## src/rtl/pulse_period_meter.sv

```systemverilog
// Measures high time, low time and period of an asynchronous square wave
// in clk cycles, with a sticky stuck-input flag.
module pulse_period_meter #(
    parameter int CNT_W       = 24,
    parameter int SYNC_STAGES = 2,
    parameter int TIMEOUT     = 1000
) (
    input  logic             clk,
    input  logic             rst_n,
    input  logic             enable,
    input  logic             pulse_in,
    output logic [CNT_W-1:0] high_cnt,
    output logic [CNT_W-1:0] low_cnt,
    output logic [CNT_W:0]   period_cnt,
    output logic             meas_valid,
    output logic             timeout
);

    localparam logic [1:0] S_IDLE = 2'd0;
    localparam logic [1:0] S_ARM  = 2'd1;
    localparam logic [1:0] S_HIGH = 2'd2;
    localparam logic [1:0] S_LOW  = 2'd3;

    localparam logic [CNT_W-1:0] TMO_C = CNT_W'(TIMEOUT);
    localparam logic [CNT_W-1:0] ONE_C = CNT_W'(1);

    logic [SYNC_STAGES-1:0] sync_q;
    logic                   s_prev_q;
    logic                   s;
    logic                   rise;
    logic                   fall;
    logic                   edge_det;
    logic                   tmo_hit;

    logic [1:0]       state_q, state_d;
    logic [CNT_W-1:0] run_cnt_q, run_cnt_d;
    logic [CNT_W-1:0] hi_len_q, hi_len_d;
    logic [CNT_W-1:0] high_q, high_d;
    logic [CNT_W-1:0] low_q, low_d;
    logic [CNT_W:0]   period_q, period_d;
    logic             valid_q, valid_d;
    logic             tmo_q, tmo_d;

    assign s        = sync_q[SYNC_STAGES-1];
    assign rise     = s & ~s_prev_q;
    assign fall     = ~s & s_prev_q;
    assign edge_det = rise | fall;
    assign tmo_hit  = (run_cnt_q == TMO_C);

    always_comb begin
        state_d   = state_q;
        run_cnt_d = run_cnt_q;
        hi_len_d  = hi_len_q;
        high_d    = high_q;
        low_d     = low_q;
        period_d  = period_q;
        valid_d   = 1'b0;
        tmo_d     = tmo_q;
        if (!enable) begin
            state_d   = S_IDLE;
            run_cnt_d = '0;
            tmo_d     = 1'b0;
        end else begin
            unique case (state_q)
                S_IDLE: begin
                    run_cnt_d = '0;
                    tmo_d     = 1'b0;
                    state_d   = S_ARM;
                end
                default: begin
                    // An edge always beats the timeout in the same cycle
                    if (edge_det) begin
                        run_cnt_d = ONE_C;
                        tmo_d     = 1'b0;
                        if (state_q == S_ARM && rise) begin
                            state_d = S_HIGH;
                        end else if (state_q == S_HIGH && fall) begin
                            hi_len_d = run_cnt_q;
                            state_d  = S_LOW;
                        end else if (state_q == S_LOW && rise) begin
                            high_d   = hi_len_q;
                            low_d    = run_cnt_q;
                            period_d = {1'b0, hi_len_q} + {1'b0, run_cnt_q};
                            valid_d  = 1'b1;
                            state_d  = S_HIGH;
                        end
                    end else if (tmo_hit) begin
                        tmo_d     = 1'b1;
                        run_cnt_d = '0;
                        state_d   = S_ARM;
                    end else begin
                        run_cnt_d = run_cnt_q + ONE_C;
                    end
                end
            endcase
        end
    end

    always_ff @(posedge clk or negedge rst_n) begin
        if (!rst_n) begin
            sync_q    <= '0;
            s_prev_q  <= 1'b0;
            state_q   <= S_IDLE;
            run_cnt_q <= '0;
            hi_len_q  <= '0;
            high_q    <= '0;
            low_q     <= '0;
            period_q  <= '0;
            valid_q   <= 1'b0;
            tmo_q     <= 1'b0;
        end else begin
            sync_q    <= {sync_q[SYNC_STAGES-2:0], pulse_in};
            s_prev_q  <= s;
            state_q   <= state_d;
            run_cnt_q <= run_cnt_d;
            hi_len_q  <= hi_len_d;
            high_q    <= high_d;
            low_q     <= low_d;
            period_q  <= period_d;
            valid_q   <= valid_d;
            tmo_q     <= tmo_d;
        end
    end

    assign high_cnt   = high_q;
    assign low_cnt    = low_q;
    assign period_cnt = period_q;
    assign meas_valid = valid_q;
    assign timeout    = tmo_q;

endmodule

```

## config.mk

```make
export PLATFORM = sky130hd
export DESIGN_NAME = pulse_period_meter
export DESIGN_NICKNAME = d
export VERILOG_FILES = /design/src/rtl/pulse_period_meter.sv
export SDC_FILE = /design/constraint.sdc
export NUM_CORES = 1
export LEC_CHECK = 0
export ABC_CLOCK_PERIOD_IN_PS = 2650
export CAP_MARGIN = 5
export CORE_ASPECT_RATIO = 2
export CORE_MARGIN = 2
export CORE_UTILIZATION = 50
export DETAILED_ROUTE_END_ITERATION = 12
export GPL_ROUTABILITY_DRIVEN = 0
export PLACE_DENSITY = 0.73
export SYNTH_ARGS = -nofsm -noshare
export SYNTH_HDL_FRONTEND = slang
export SYNTH_SLANG_ARGS = --single-unit
```

## constraint.sdc

```tcl
create_clock -name clk -period 2.65 [get_ports clk]
set_clock_uncertainty 0.1 [all_clocks]
set_input_delay 0.3975 -clock clk [delete_from_list [all_inputs] [get_ports clk]]
set_output_delay 0.3975 -clock clk [all_outputs]
set_load 0.01 [all_outputs]
```

==> flow_summary.toml <==
[status]
status = "finished, final reports clean"

[layout]
drive_above_1_share_pct = 11.13
multi_input_area_sq_um = 2964
n_antenna_cell = 0
fin_area_sq_um = 7928
utilization_pct = 63.51
fillers = 1027
layout.area.seq_sq_um = 3203
area_growth_pct = 25.24
fin_nets = 784

[power_and_ir_drop]
sequentialPowerShare_pct = 44.9
vdd_ir_drop_max_v = 0.0005203
p_per_area_nw_per_um2 = 555.6
clkPwrFrac_pct = 52.9
power_leakage_nw = 3.776
combinationalPowerShare_pct = 2.2
finalPower_mw = 4.405
cellInternalPower_mw = 3.476
power.switching_uw = 928.9
switching_share_pct = 21.09

[yosys]
synthCells = 666
synth_warnings = 0
synthFlopType = "dfrtp_1"
yosysMostFrequentCell = "nand2_1"
yosysSeqAreaShare_pct = 50.60
ys_ff_latch = 128
synthArstFlopShare_pct = 100.0
synth_common_cells = "nand2_1, dfrtp_1, nor2_1"
synth_edf_count = 0
ys_types = 58
yosysTopAreaCell = "dfrtp_1"
ys_top_cells_by_area = "dfrtp_1, nand2_1, ha_1"
synth_nets = 699
synth_top_area_share_pct = 50.60
syn-cell-area_sq_um = 6330
synth.avg_cell_area_sq_um = 9.504

[timing]
setup_viol = 0
hold_viol = 0
timing.final.crit_share_pct = 96.22
rsz0062_at_grt = "no"
slew_headroom_pct = 64.76
period_needed_ps = 2550
worst_slack_ps = 100.2
setup-tns-final_ps = 0
slew_violations = 0
worstMarginPinSlew_ps = 523.8
fmax_mhz = 392.2

[critical_path]
crit_fanout = 8
setup.worst_path.start_class = "flop"
cp_slowest_stage_delay_ps = 530
cp.arrival_ps = 2760
criticalPathCategory = "flop to flop"
crit_path_top_delay_cell = "ha_1"
path_cells = "ha_1 -> nand3_1 -> nor2_1 -> nor4b_1 -> nor4_1 -> o31ai_1"
worst_setup_path_end_kind = "flop"
cp.required_ps = 2860

[route]
postRouteAntennaNets = 0
routed_wl_um = 15730
firstDrtPassIters = 5
wl_per_cell_um = 17.20
vias = 5148
post_drt_via_cell_ratio = 5.632
drtIter0Drc = 310
post-route-drc-count = 0

[grt]
antenna_found_initial = 0
grt_max_degree = 66
grt_pass1_vias = 5254
grt_pass1_wl_um = 26000
track_usage_pct = 23.80
grt_overflow = 0

[die]
ios = 79
core.rowCount = 58
die_w_um = 83.56
die_area_sq_um = 13630
core_sq_um = 12480
start_util_pct = 50.71
die_h_um = 163.1

[placed_design]
dp.final_hpwl_um = 11140
place_area_sq_um = 7298
post-place-ws_ps = 23.09
portBuffers = 78

[clock_tree]
post_cts_buffers = 0
cts-buffers-inserted = 17
cts-root-buf = "clkbuf_16"
cts_max_path_buffers = 2
clock-sinks = 128
cts_tree = "yes"
htree_num_levels = 4
insertion_delay_ps = 420
clk_pin_slew_ps = 50

[worst_hold_path]
worstHoldPathType = "flop to flop"

[run]
drv_cap = 0
cells by family (layout without fill, tap and decap cells):
group           count (synthesis)  count (layout)  synth area share (%)
compound gates                102             102                 10.75
xor+xnor                       35              35                 4.843
fa+ha+maj                      29              29                 5.851
buf+inv                        42             140                 2.905
flops                         128             128                 50.60
mux                            25              25                 4.448
simple gates                  305             305                 20.60
power by group through the flow:
stage	Combinational (mW)	Clock (mW)	Sequential (mW)
after floorplan	0.0297	0	2.01
after global placement	0.0938	0	2.01
after detailed placement	0.0976	0	2.01
after CTS	0.100	2.35	1.98
after global routing	0.112	2.43	1.98
final	0.0973	2.33	1.98
state kept, by name, indices dropped and copies added (netlist names):
name        cells
period_cnt     25
hi_len_q       24
high_cnt       24
low_cnt        24
run_cnt_q      24
state_q         2
sync_q          2
meas_valid      1
s_prev_q        1
timeout         1
worst max-delay path: cells and delay by family (launching register included):
| kind | cells | cell delay (ps) |
|---|---|---|
| simple gates | 4 | 1090 |
| compound gates | 1 | 250 |
| fa+ha+maj | 1 | 530 |
| flops | 1 | 470 |
per-layer routing:
layer / GRT usage [%] / up-vias / share of wire (%)
li1: - / 2439 / -
met1: 27.83 / 2481 / 39
met2: 42.69 / 177 / 54
met3: 3.790 / 51 / 3.3
met4: 10.56 / 0 / 3.5
met5: 0 / - / 0
path summary, 6_finish.rpt:
kind | startpoint | endpoint | slack, ps | cells after the start
max | run_cnt_q[14] | period_cnt[22] | 100 | 6
min | sync_q[0] | sync_q[1] | 250 | 0
max reg2reg | run_cnt_q[14] | period_cnt[22] | 100 | 6
min reg2reg | sync_q[0] | sync_q[1] | 250 | 0
max in group asynchronous | rst_n | hi_len_q[17] | 1290 | 3
min in group asynchronous | rst_n | high_cnt[2] | 380 | 2
what timing repair did:
| action | CTS | global route |
|---|---|---|
| hold buffers | 1 | 0 |
| setup endpoints to repair | 0 | 6 |
| hold endpoints to repair | 34 | 0 |
| gates resized for setup | 0 | 5 |
placed cells by master, fill, tap and decap left out, types with 14 or more instances in the layout:
master             n
nand3_1           21
mux2_2            25
xor2_1            18
inv_1             14
a21oi_1           24
nand2_1          190
clkdlybuf4s50_1   77
clkbuf_16         17
dfrtp_1          128
xnor2_1           17
nor2_1            46
o21ai_0           24
ha_1              28
through the flow:
step | std cells | hold WS [ps]
global route | 914 | 254.6
CTS | 914 | 254.0
finish | 914 | 251.0
floorplan | 666 | 1.909
global placement | 881 | 237.1
detailed placement | 881 | 241.3
cell type report:
cell class                 count  area share (%)
sequential                   128           40.40
multi-input combinational    496           37.39
timing repair buffer          93           11.63
clock buffer                  23           6.155
tap                          150           2.367
clock inverter                 9           1.342
inverter                      15          0.7102
(Power assumes the default switching activity.)
